### src/rtl/crp16_alu_arbiter_pkg.sv
// Shared definitions for the crp16 ALU arbiter: opcode codes, FSM states,
// and a small helper that turns a requester index into a one-hot vector.
package crp16_alu_arbiter_pkg;

    localparam int ALU_OP_W = 3;

    localparam logic [ALU_OP_W-1:0] ALU_OP_ADD   = 3'd0;
    localparam logic [ALU_OP_W-1:0] ALU_OP_SUB   = 3'd1;
    localparam logic [ALU_OP_W-1:0] ALU_OP_AND   = 3'd2;
    localparam logic [ALU_OP_W-1:0] ALU_OP_OR    = 3'd3;
    localparam logic [ALU_OP_W-1:0] ALU_OP_XOR   = 3'd4;
    localparam logic [ALU_OP_W-1:0] ALU_OP_SLT   = 3'd5;
    localparam logic [ALU_OP_W-1:0] ALU_OP_SLTU  = 3'd6;
    localparam logic [ALU_OP_W-1:0] ALU_OP_PASSY = 3'd7;

    typedef enum logic [1:0] {
        ARB_IDLE = 2'd0,
        ARB_EXEC = 2'd1,
        ARB_RESP = 2'd2
    } arb_state_e;

    function automatic logic [1:0] onehot2(input logic idx);
        return idx ? 2'b10 : 2'b01;
    endfunction

endpackage

### src/rtl/crp16_alu_arbiter_rr_arb_2.sv
// Combinational two-way round-robin grant. A lone requester always wins;
// when both request, the one named by prio_i wins.
module crp16_rr_arb_2
    import crp16_alu_arbiter_pkg::*;
(
    input  logic [1:0] req_i,
    input  logic       prio_i,
    output logic [1:0] gnt_o,
    output logic       win_o
);

    // Pick the winner index, then expand it to a one-hot grant.
    always_comb begin
        win_o = 1'b0;
        gnt_o = 2'b00;
        case (req_i)
            2'b01:   win_o = 1'b0;
            2'b10:   win_o = 1'b1;
            2'b11:   win_o = prio_i;
            default: win_o = 1'b0;
        endcase
        if (req_i != 2'b00) begin
            gnt_o = onehot2(win_o);
        end
    end

endmodule

### src/rtl/crp16_alu_arbiter.sv
// Shares one crp16 ALU between the execute stage (0) and the address/branch
// unit (1). One transaction at a time: accept, drive the ALU from registered
// operands for a cycle, capture the result and hold it until the owner takes it.
module crp16_alu_arbiter
    import crp16_alu_arbiter_pkg::*;
#(
    parameter int WIDTH = 16,
    parameter int OP_W  = 3
) (
    input  logic             clock,
    input  logic             reset_n,
    input  logic [1:0]       req_valid,
    output logic [1:0]       req_ready,
    input  logic [OP_W-1:0]  req_op0,
    input  logic [OP_W-1:0]  req_op1,
    input  logic [WIDTH-1:0] req_x0,
    input  logic [WIDTH-1:0] req_x1,
    input  logic [WIDTH-1:0] req_y0,
    input  logic [WIDTH-1:0] req_y1,
    output logic [OP_W-1:0]  alu_op,
    output logic [WIDTH-1:0] alu_x,
    output logic [WIDTH-1:0] alu_y,
    input  logic [WIDTH-1:0] alu_z,
    output logic [1:0]       rsp_valid,
    input  logic [1:0]       rsp_ready,
    output logic [WIDTH-1:0] rsp_data,
    output logic             busy
);

    arb_state_e       state_q, state_d;
    logic             prio_q, prio_d;
    logic             owner_q, owner_d;
    logic [1:0]       rsp_valid_q, rsp_valid_d;
    logic [OP_W-1:0]  alu_op_q;
    logic [WIDTH-1:0] alu_x_q, alu_y_q, rsp_data_q;
    logic             load_op, load_rsp;
    logic [1:0]       gnt;
    logic             win;

    crp16_rr_arb_2 u_rr (
        .req_i  (req_valid),
        .prio_i (prio_q),
        .gnt_o  (gnt),
        .win_o  (win)
    );

    // Next-state, grant and load-enable decode for the IDLE/EXEC/RESP sequence.
    always_comb begin
        state_d     = state_q;
        prio_d      = prio_q;
        owner_d     = owner_q;
        rsp_valid_d = rsp_valid_q;
        req_ready   = 2'b00;
        load_op     = 1'b0;
        load_rsp    = 1'b0;
        case (state_q)
            ARB_IDLE: begin
                // The grant is nonzero only for a valid requester, so a grant is a handshake.
                req_ready = gnt;
                if (gnt != 2'b00) begin
                    load_op = 1'b1;
                    owner_d = win;
                    prio_d  = ~win;
                    state_d = ARB_EXEC;
                end
            end
            ARB_EXEC: begin
                load_rsp    = 1'b1;
                rsp_valid_d = onehot2(owner_q);
                state_d     = ARB_RESP;
            end
            ARB_RESP: begin
                if (rsp_ready[owner_q]) begin
                    rsp_valid_d = 2'b00;
                    state_d     = ARB_IDLE;
                end
            end
            default: begin
                rsp_valid_d = 2'b00;
                state_d     = ARB_IDLE;
            end
        endcase
    end

    // Control state; reset discards any in-flight transaction.
    always_ff @(posedge clock or negedge reset_n) begin
        if (!reset_n) begin
            state_q     <= ARB_IDLE;
            prio_q      <= 1'b0;
            owner_q     <= 1'b0;
            rsp_valid_q <= 2'b00;
        end else begin
            state_q     <= state_d;
            prio_q      <= prio_d;
            owner_q     <= owner_d;
            rsp_valid_q <= rsp_valid_d;
        end
    end

    // Operand and result registers load only on their enables, so no X leaks to the ALU.
    always_ff @(posedge clock or negedge reset_n) begin
        if (!reset_n) begin
            alu_op_q   <= '0;
            alu_x_q    <= '0;
            alu_y_q    <= '0;
            rsp_data_q <= '0;
        end else begin
            if (load_op) begin
                alu_op_q <= win ? req_op1 : req_op0;
                alu_x_q  <= win ? req_x1  : req_x0;
                alu_y_q  <= win ? req_y1  : req_y0;
            end
            if (load_rsp) begin
                rsp_data_q <= alu_z;
            end
        end
    end

    assign alu_op    = alu_op_q;
    assign alu_x     = alu_x_q;
    assign alu_y     = alu_y_q;
    assign rsp_valid = rsp_valid_q;
    assign rsp_data  = rsp_data_q;
    assign busy      = (state_q != ARB_IDLE);

endmodule
### config.mk
export PLATFORM = sky130hd
export DESIGN_NAME = crp16_alu_arbiter
export DESIGN_NICKNAME = d
export VERILOG_FILES = /design/src/rtl/crp16_alu_arbiter_pkg.sv /design/src/rtl/crp16_alu_arbiter_rr_arb_2.sv /design/src/rtl/crp16_alu_arbiter.sv
export SDC_FILE = /design/constraint.sdc
export NUM_CORES = 1
export LEC_CHECK = 0
export ABC_AREA = 0
export CORE_MARGIN = 2
export CORE_UTILIZATION = 39
export CTS_CLUSTER_DIAMETER = 30
export DETAILED_ROUTE_END_ITERATION = 8
export PLACE_DENSITY = 0.88
export SETUP_SLACK_MARGIN = 0.1
export SYNTH_ARGS = -nofsm -noshare
export SYNTH_HDL_FRONTEND = slang
export SYNTH_HIERARCHICAL = 1
export SYNTH_SLANG_ARGS = --single-unit
### constraint.sdc
create_clock -name clock -period 2.2 [get_ports clock]
set_input_delay 0.33 -clock clock [delete_from_list [all_inputs] [get_ports clock]]
set_output_delay 0.33 -clock clock [all_outputs]
set_load 0.1 [all_outputs]
# After elaboration in Yosys (flattened, before gate mapping)

Cells that the tools add are included.

ROM bits: 0
Register bits after elaboration: 57
Memories: 0
Latch bits: 0
Word-level logic and storage cells: 41
RAM bits: 0

Mux-type cells: 17
Reductions and logical operators: 7
$lt $le $gt $ge: 1
Add/subtract/negate cells: 0
Bitwise gates (word level): 2
Shift operators: 0
Multipliers: 0
Eq/ne operators: 6
Div/mod/pow operators: 0

Operators with widths:

| cell                                                                         | number |
|---|---|
| 16-bit 2-to-1 mux                                                            | 2 |
| 2-bit 2-to-1 mux                                                             | 6 |
| 2-bit one-hot mux with 3 select lines                                        | 2 |
| 2-bit == test, second input constant                                         | 3 |
| 2-bit AND reduction                                                          | 3 |
| 2-bit nonzero test                                                           | 3 |
| 1-bit 2-to-1 mux                                                             | 5 |
| 2-bit inequality test, second input constant                                 | 2 |
| 3-bit 2-to-1 mux                                                             | 1 |
| 2-bit by 1-bit == test with 1-bit output, second input constant              | 1 |
| 2-bit zero test                                                              | 1 |
| 1-bit by 2-bit less-than comparator with 1-bit output, second input constant | 1 |
| 1-bit NOT                                                                    | 2 |
| 1-bit one-hot mux with 2 select lines                                        | 1 |

# Logic depth before layout (Yosys ltp)

Gate-level depths: netlist (run 1).

Depth in word-level cells: 7
Depth in mapped cells: 6

# Modules after synthesis

The synthesis (run 1) kept the hierarchy.

Modules (own cells, without submodules):

| module            | cells each | area each (µm²) | times used | seq. area each (µm²) |
|---|---|---|---|---|
| crp16_alu_arbiter | 170        | 2685.1          | 1          | 1426.4 |
| crp16_rr_arb_2    | 4          | 26.3            | 1          | 0.0 |

# Least setup slack after synthesis (run 1)

No wires, ideal clock.

Path type: flip-flop to output port
From: reg prio_q
To: out req_ready[0]
Slack: 0.533 ns
Cell stages (with the launch flop): 3
Arrival: 1.337 ns
Cell sequence: dfrtp_1 > a21boi_0 > and2_1

Cells in the longest elaborated chain, start to end: 4

Ends and longest elaborated chain:

| element                               | line                             | text |
|---|---|---|
| from (decl)                           | crp16_alu_arbiter.sv:31          | `logic prio_q, prio_d;` |
| from (signal assigned)                | crp16_alu_arbiter.sv:94          | `prio_q <= prio_d;` |
| 1-bit one-hot mux with 2 select lines | crp16_alu_arbiter_rr_arb_2.sv:16 | `case (req_i)` |
| 2-bit 2-to-1 mux                      | crp16_alu_arbiter_pkg.sv:23      | `return idx ? 2'b10 : 2'b01;` |
| 2-bit 2-to-1 mux                      | crp16_alu_arbiter_rr_arb_2.sv:22 | `if (req_i != 2'b00) begin` |
| net gnt[0]                            | crp16_alu_arbiter.sv:37          | `logic [1:0] gnt;` |
| 2-bit 2-to-1 mux                      | crp16_alu_arbiter.sv:56          | `case (state_q)` |
| to (decl)                             | crp16_alu_arbiter.sv:13          | `output logic [1:0] req_ready,` |

The timed path passes the listed nets, and every way through them passes these cells.

# Final worst setup path (run 1)

From: in req_valid[0]
To: out req_ready[0]

Cells in the longest elaborated chain, start to end: 5
Elaborated cells on any way between the ends: 7

Ends and longest elaborated chain:

| element                               | line                             | text |
|---|---|---|
| from (decl)                           | crp16_alu_arbiter.sv:12          | `input logic [1:0] req_valid,` |
| 2-bit == test                         | crp16_alu_arbiter_rr_arb_2.sv:16 |  |
| 1-bit one-hot mux with 2 select lines | crp16_alu_arbiter_rr_arb_2.sv:16 |  |
| 2-bit 2-to-1 mux                      | crp16_alu_arbiter_pkg.sv:23      |  |
| 2-bit 2-to-1 mux *                    | crp16_alu_arbiter_rr_arb_2.sv:22 |  |
| net gnt[0]                            | crp16_alu_arbiter.sv:37          |  |
| 2-bit 2-to-1 mux *                    | crp16_alu_arbiter.sv:56          |  |

Mark *: on every way through the listed nets, which the timed path passes. The rest lies on a longest branch.

==> flow_summary.yaml, run 1 <==
synthesis:
  netlist_top_cells_area: "dfrtp_1 53%, mux2_2 29%, mux2_4 10%"
  syn_area_um2: 2711
  yosysWarnings: 6
  syn-num-nets: 266
  yosysTopAreaCell: "dfrtp_1"
  avgSynthCellArea_um2: 15.58
  yosysSeqAreaShare_pct: 52.61
  synthesis.instances: 174
  ys_types: 19
  synth.top_cell.area_share_pct: 52.61
  synth_seq_cells: 57
timing:
  drv_slew: 0
  finalCriticalPeriod_ps: 1904
  hold_viol: 0
  setup_viol_count_final: 0
  setup_ws_ps: 296.0
  fin_tns_setup_ps: 0
  worst_pin_slew_ps: 739.3
  clock.fmax_mhz: 525.2
  finClkSkew_ps: 6.233
  rsz0062_at_grt: "false"
  period_share_pct: 86.54
  slew-limit-headroom_pct: 50.71
  hold_ws_ps: 149.2
placed_design:
  post-place-ws_ps: 101.5
  placed_cells: 396
  dp_hpwl_um: 4854
  port_buffers: 147
  gp_congestion: 0.7262
route:
  drc: 0
  drt_iter0_drc: 64
  wl_per_cell_um: 15.64
  dr.pass1.iters: 2
  route.antenna.remaining_nets: 0
  vias: 1984
  wl_um: 6427
  viasPerCell: 4.827
job:
  maxCapViolations: 0
final_layout:
  drive_gt1_share_pct: 50.45
  final_cells: 411
  area_growth_pct: 62.11
  final_nets: 419
  n_fill_cell: 510
  diodes: 0
floorplan:
  chipHeight_um: 87.38
  coreArea_um2: 6756
  initial_core_util_pct: 40.13
  io_pins: 148
  num_rows: 30
  die_area_um2: 7635
  die_width_um: 87.38
clock_tree:
  clk_pin_slew_ps: 60
  cts.path.max_buffers: 2
  post-cts-setup-buffer-count: 0
  cts_resized: 0
  cts_htree_levels: 3
  numCtsBuffers: 9
  cts_tree: "built"
  clock-sinks: 57
  clkLatencyLatePin_ps: 310
  root_buffer: "clkbuf_8"
  ctsHoldBuffers: 0
hold_path:
  holdCritPathClass: "in2async"
critical_path:
  worstSetupPathType: "in2out"
  cp.required_ps: 1870
  critPathLaunchType: "input port"
  end_kind: "output pin"
  crit_arrival_ps: 1570
  critPathMaxFanout: 3
grt:
  grt_max_degree: 58
  grt_usage_pct: 17.58
  grt_pass1_vias: 2155
  grt-ovfl-total: 0
  grt_pass1_wl_um: 10360
  antenna_found_initial: 0
outcome:
  status: "finished clean"
-- routing by layer --
| metal | track usage, % | part of all wire [%] | vias to the layer above |
|---|---|---|---|
| met3 | 3.981 | 6.3 | 5 |
| li1 | - | - | 925 |
| met1 | 20.80 | 39 | 979 |
| met2 | 30.85 | 54 | 75 |
| met5 | 0 | 0 | - |
| met4 | 6.713 | 0.65 | 0 |
-- Yosys cell counts --
library cell,instances
a211oi_1,1
a21bo_2,1
a21boi_0,1
a21boi_1,2
and2_1,2
buf_12,2
buf_2,3
buf_4,4
buf_6,1
dfrtp_1,57
inv_1,4
mux2_2,69
mux2_4,18
mux2i_1,3
nand2b_1,1
nor2_2,1
nor2b_1,1
o21a_1,1
o2bb2ai_1,2
-- final cells by class --
type / instances / area [um2] / share of cell area [%]
repair buffers: 152 / 1439 / 32.74
well taps: 80 / 100.1 / 2.277
multi-input cells: 103 / 1186 / 26.99
clock buffers: 13 / 168.9 / 3.843
inverters: 4 / 15.01 / 0.3416
flip-flops and latches: 57 / 1426 / 32.45
clock inverters: 2 / 60.06 / 1.366
-- sequential cells by signal, indices dropped and copies added, names as in the netlist --
signal / cells
alu_op: 3
alu_x: 16
alu_y: 16
owner_q: 1
prio_q: 1
rsp_data: 16
rsp_valid: 2
state_q: 2
-- path summary, 6_finish.rpt --
kind | from | to | slack [ps] | cells after the start
worst max-delay path | req_valid[0] | req_ready[0] | 300 | 4
worst min register to register | rsp_data[9]$_DFFE_PN0N_ | rsp_data[9]$_DFFE_PN0N_ | 510 | 1
worst min-delay path | reset_n | alu_y[14]$_DFFE_PN0P_ | 150 | 2
max in group asynchronous | reset_n | alu_y[8]$_DFFE_PN0P_ | 1540 | 2
min in group clock | rsp_data[9]$_DFFE_PN0N_ | rsp_data[9]$_DFFE_PN0N_ | 510 | 1
worst max register to register | prio_q$_DFFE_PN0P_ | alu_y[15]$_DFFE_PN0P_ | 550 | 5
-- through the flow --
step                instance area, um2  utilization (%)
detailed placement                4167            61.67
finish                            4395            65.06
global placement                  4167            61.67
CTS                               4395            65.06
floorplan                         2711                -
global route                      4395            65.06
-- cells in the final DEF, fill, tap and decap left out, drive strengths merged --
master,count
bufinv,2
clkdlybuf4s50,90
o2bb2ai,2
nand2b,1
nor2,1
inv,4
nor2b,1
mux2i,3
o21a,1
a211oi,1
clkbuf,13
buf,62
a21bo,1
a21boi,3
mux2,87
dfrtp,57
and2,2
-- logic make-up (layout without fill, tap and decap cells) --
| family | count (synthesis) | count (layout) | share of synthesized area (%) |
|---|---|---|---|
| mux | 90 | 90 | 39.73 |
| simple gates | 5 | 5 | 1.154 |
| compound gates | 8 | 8 | 2.400 |
| flops | 57 | 57 | 52.61 |
| buf+inv | 14 | 171 | 4.107 |
-- critical path, stage by stage --
cell             delay, ps
clkdlybuf4s50_1        550
a21boi_0               280
and2_1                 220
buf_12                 180
Power of run 1 is left out: the tool's default activity adds up to more than one toggle a clock period on the data nets, which glitch-free logic cannot reach.
==> inputs of run 2 (changes only) <==
--- a/config.mk
+++ b/config.mk
@@ -7,12 +7,14 @@
 export LEC_CHECK = 0
 export ABC_AREA = 0
 export CORE_MARGIN = 2
-export CORE_UTILIZATION = 39
+export CORE_UTILIZATION = 40
+export CTS_BUF_LIST = sky130_fd_sc_hd__clkbuf_4 sky130_fd_sc_hd__clkbuf_8
 export CTS_CLUSTER_DIAMETER = 30
 export DETAILED_ROUTE_END_ITERATION = 8
-export PLACE_DENSITY = 0.88
+export PLACE_DENSITY = 0.89
 export SETUP_SLACK_MARGIN = 0.1
 export SYNTH_ARGS = -nofsm -noshare
 export SYNTH_HDL_FRONTEND = slang
 export SYNTH_HIERARCHICAL = 1
 export SYNTH_SLANG_ARGS = --single-unit
+export TNS_END_PERCENT = 20
==> flow_summary.yaml, run 2 (same netlist as run 1, synthesis figures left out) <==
route:
  route.antenna.remaining_nets: 0
  dr.pass1.iters: 3
  drc: 0
  drt_iter0_drc: 71
  wl_per_cell_um: 14.82
  wl_um: 6119
  vias: 1980
  viasPerCell: 4.794
critical_path:
  path_buf_inv: 2
  path_depth: 4
  end_kind: "output pin"
  crit_chain: "clkdlybuf4s50_1 -> a21boi_0 -> and2_1 -> buf_12"
  critPathCapture: "req_ready[0]"
  cp.required_ps: 1870
  critPathLaunchType: "input port"
  critPathMaxFanout: 3
  crit_slowest_cell: "clkdlybuf4s50_1"
  ff2ff_setup_slack_ps: 560
  max_stage_delay_ps: 540
  r2r-end: "alu_y[0]$_DFFE_PN0P_"
  cpLargestDelayFamily: "buffers and inverters"
  ff2ff_path_depth: 5
  crit_start: "req_valid[0]"
  worstSetupPathType: "in2out"
  crit_arrival_ps: 1530
  worstReg2RegStart: "prio_q$_DFFE_PN0P_"
timing:
  setup_viol_count_final: 0
  setup_ws_ps: 337.0
  fin_tns_setup_ps: 0
  finalCriticalPeriod_ps: 1863
  period_share_pct: 84.68
  clock.fmax_mhz: 536.8
  hold_viol: 0
  finClkSkew_ps: 8.336
  slew-limit-headroom_pct: 53.06
  worst_pin_slew_ps: 704.1
  rsz0062_at_grt: "false"
  drv_slew: 0
final_layout:
  diodes: 0
  final_common_cell: "clkdlybuf4s50_1"
  mostFrequentLayoutCells: "90 x clkdlybuf4s50_1, 69 x mux2_2, 57 x dfrtp_1, 56 x buf_4, 18 x mux2_4"
  final_nets: 420
  area_growth_pct: 63.59
  drive_gt1_share_pct: 51.05
  final_util_pct: 66.39
  final_cells: 413
clock_tree:
  cts.path.max_buffers: 2
  clk_pin_slew_ps: 70
  post-cts-setup-buffer-count: 0
  cts_resized: 0
  numCtsBuffers: 9
  clkLatencyLatePin_ps: 320
  root_buffer: "clkbuf_8"
  cts_tree: "built"
  ctsHoldBuffers: 0
  clock-sinks: 57
  cts_htree_levels: 3
grt:
  grt_max_degree: 58
  grt-ovfl-total: 0
  grt_pass1_vias: 2120
  grt_usage_pct: 17.11
  antenna_found_initial: 0
  grt_pass1_wl_um: 9825
placed_design:
  placed_cells: 397
  dp_hpwl_um: 4687
  port_buffers: 147
  gp_congestion: 0.7095
  post-place-ws_ps: 148.3
floorplan:
  io_pins: 148
  die_width_um: 86.33
  num_rows: 30
  coreArea_um2: 6681
  die_area_um2: 7453
  chipHeight_um: 86.33
  initial_core_util_pct: 40.58
job:
  maxCapViolations: 0
outcome:
  status: "finished clean"
hold_path:
  holdCritPathClass: "in2async"
-- run 2: cell types whose count changed in the layout (fill, tap and decap cells not counted), sizes merged --
cell	previous run	this run
clkbuf	13	10
bufinv	2	4
buf	62	63
clkinv	0	2
-- run 2: worst reg2reg max path, stage by stage (launching register included) --
cell and delay [ps]:
dfrtp_1 380, inv_1 90, a21boi_4 240, buf_12 190, mux2_2 360, mux2_4 260
-- run 2: worst min-delay path by stage --
stage / start / endpoint / slack, ps / depth (start not counted)
detailed placement: rsp_data[15]$_DFFE_PN0N_ / rsp_data[15]$_DFFE_PN0N_ / 490 / 1
global placement: rsp_data[15]$_DFFE_PN0N_ / rsp_data[15]$_DFFE_PN0N_ / 490 / 1
global route: reset_n / rsp_data[3]$_DFFE_PN0N_ / 190 / 2
floorplan: reset_n / alu_op[0]$_DFFE_PN0P_ / 30 / 0
finish: reset_n / rsp_data[3]$_DFFE_PN0N_ / 140 / 2
CTS: reset_n / rsp_data[8]$_DFFE_PN0N_ / 160 / 2
-- run 2: area by class of cell --
cell class	instances	area, um2
clock inverter	6	130.1
fill	501	2246
inverter	4	15.01
multi-input combinational	103	1186
tap	80	100.1
sequential	57	1426
timing repair buffer	153	1446
clock buffer	10	131.4
-- run 2: stage by stage --
| step | cell area (um2) | hold slack [ps] |
|---|---|---|
| after floorplan | 2711 | 34.41 |
| after global placement | 4174 | 488.5 |
| after detailed placement | 4174 | 493.8 |
| after CTS | 4436 | 160.6 |
| after global routing | 4436 | 190.9 |
| final | 4436 | 138.3 |
-- run 2: per-layer routing --
| layer | vias up | part of all wire, % | track usage [%] |
|---|---|---|---|
| li1 | 930 | - | - |
| met1 | 960 | 39 | 19.29 |
| met2 | 78 | 53 | 30.49 |
| met3 | 12 | 6.8 | 4.381 |
| met4 | 0 | 1.7 | 7.386 |
| met5 | - | 0 | 0 |
Power of run 2 is left out for the same reason.
==> inputs of run 3 (changes only) <==
==> constraint.sdc (replaced) <==
create_clock -name clock -period 1.8 [get_ports clock]
set_input_delay 0.27 -clock clock [delete_from_list [all_inputs] [get_ports clock]]
set_output_delay 0.27 -clock clock [all_outputs]
set_load 0.1 [all_outputs]
==> flow_summary.yaml, run 3 (same netlist as run 1, synthesis figures left out) <==
outcome:
  status: "finished clean"
route:
  drc: 0
  drt_iter0_drc: 48
  viasPerCell: 4.819
  dr.pass1.iters: 3
  route.antenna.remaining_nets: 0
  wl_per_cell_um: 15.40
  vias: 2048
  wl_um: 6545
final_layout:
  mostFrequentLayoutCells: "88 x clkdlybuf4s50_1, 69 x mux2_2, 64 x buf_4, 56 x dfrtp_1, 18 x mux2_4"
  area_growth_pct: 65.85
  final_nets: 432
  drive_gt1_share_pct: 53.91
  fin_area_um2: 4497
  final_util_pct: 67.30
  final_common_cell: "clkdlybuf4s50_1"
  diodes: 0
clock_tree:
  cts.path.max_buffers: 2
  numCtsBuffers: 9
  root_buffer: "clkbuf_8"
  cts_htree_levels: 3
  clock-sinks: 57
  cts_tree: "built"
  clkLatencyLatePin_ps: 330
  clk_pin_slew_ps: 70
floorplan:
  num_rows: 30
  coreArea_um2: 6681
  die_width_um: 86.33
  initial_core_util_pct: 40.58
  chipHeight_um: 86.33
  io_pins: 148
  die_area_um2: 7453
job:
  maxCapViolations: 0
timing:
  hold_viol: 0
  rsz0062_at_grt: "true"
  clock.fmax_mhz: 589.1
  hold_ws_ps: 491.3
  slew-limit-headroom_pct: 73.16
  setup_viol_count_final: 0
  finalCriticalPeriod_ps: 1698
  drv_slew: 0
  period_share_pct: 94.31
  finClkSkew_ps: 9.821
  setup_ws_ps: 102.4
  worst_pin_slew_ps: 400.2
placed_design:
  dpl_cell_area_um2: 4202
  gp_congestion: 0.7146
  dp_hpwl_um: 4745
  post-place-ws_ps: -246.1
  port_buffers: 147
critical_path:
  max_stage_delay_ps: 410
  crit_slowest_cell: "dfrtp_1"
  critPathMaxFanout: 12
  cp.required_ps: 2000
  crit_arrival_ps: 1900
  crit_chain: "inv_2 -> a21boi_4 -> buf_4 -> clkbuf_16 -> mux2_2 -> mux2_4"
  cpLargestDelayFamily: "multiplexers"
  path_buf_inv: 3
  worstSetupPathType: "reg2reg"
  end_kind: "register"
  critPathLaunchType: "register"
grt:
  grt_pass1_wl_um: 9894
  antenna_found_initial: 0
  grt-ovfl-total: 0
  grt_usage_pct: 17.13
  grt_max_degree: 58
  grt_pass1_vias: 2081
hold_path:
  holdCritPathClass: "in2async"
==> run 3: repair_timing <==
| action | 4_1_cts | 5_1_grt |
|---|---|---|
| hold buffers | 1 | 0 |
| cloned | 0 | 2 |
| buffers inserted | 0 | 7 |
| hold endpoints to repair | 57 | 0 |
| endpoints found under the setup margin | 1 | 23 |
| gates resized for setup | 2 | 6 |
| pin swaps | 0 | 2 |
==> run 3: through the flow <==
stage,TNS (ps),instances
3_3_place_gp,-4472,399
5_1_grt,0,425
4_1_cts,0,416
6_report,0,425
2_1_floorplan,0,174
3_5_place_dp,-7786,399
==> run 3: worst register-to-register path: stages (launching register included) <==
cell and delay (ps):
dfrtp_1 410, inv_2 80, a21boi_4 180, buf_4 150, clkbuf_16 160, mux2_2 340, mux2_4 260
==> run 3: layer usage <==
metal / track usage [%] / wire length (um) / up-vias
li1: - / - / 961
met1: 19.78 / 2608 / 1002
met2: 30.63 / 3424 / 76
met3: 3.905 / 424 / 9
met4: 6.818 / 87 / 0
met5: 0 / 0 / -
==> run 3: cell type report <==
type	count	area, um2
inverter	4	15.01
clock buffer	10	131.4
clock inverter	6	35.03
multi-input combinational	103	1196
tap	80	100.1
timing repair buffer	165	1592
sequential	57	1428
fill	483	2185
==> run 3: final timing paths <==
path,startpoint,end,slack (ps),depth (start not counted)
worst max-delay path,prio_q$_DFFE_PN0P_,alu_y[4]$_DFFE_PN0P_,100,6
worst min-delay path,reset_n,alu_op[0]$_DFFE_PN0P_,490,3
worst max register to register,prio_q$_DFFE_PN0P_,alu_y[4]$_DFFE_PN0P_,100,6
worst min register to register,rsp_data[15]$_DFFE_PN0N_,rsp_data[15]$_DFFE_PN0N_,510,1
max in group asynchronous,reset_n,state_q[0]$_DFFE_PN0P_,1040,3
min in group clock,rsp_data[15]$_DFFE_PN0N_,rsp_data[15]$_DFFE_PN0N_,510,1
Power of run 3 is left out for the same reason.
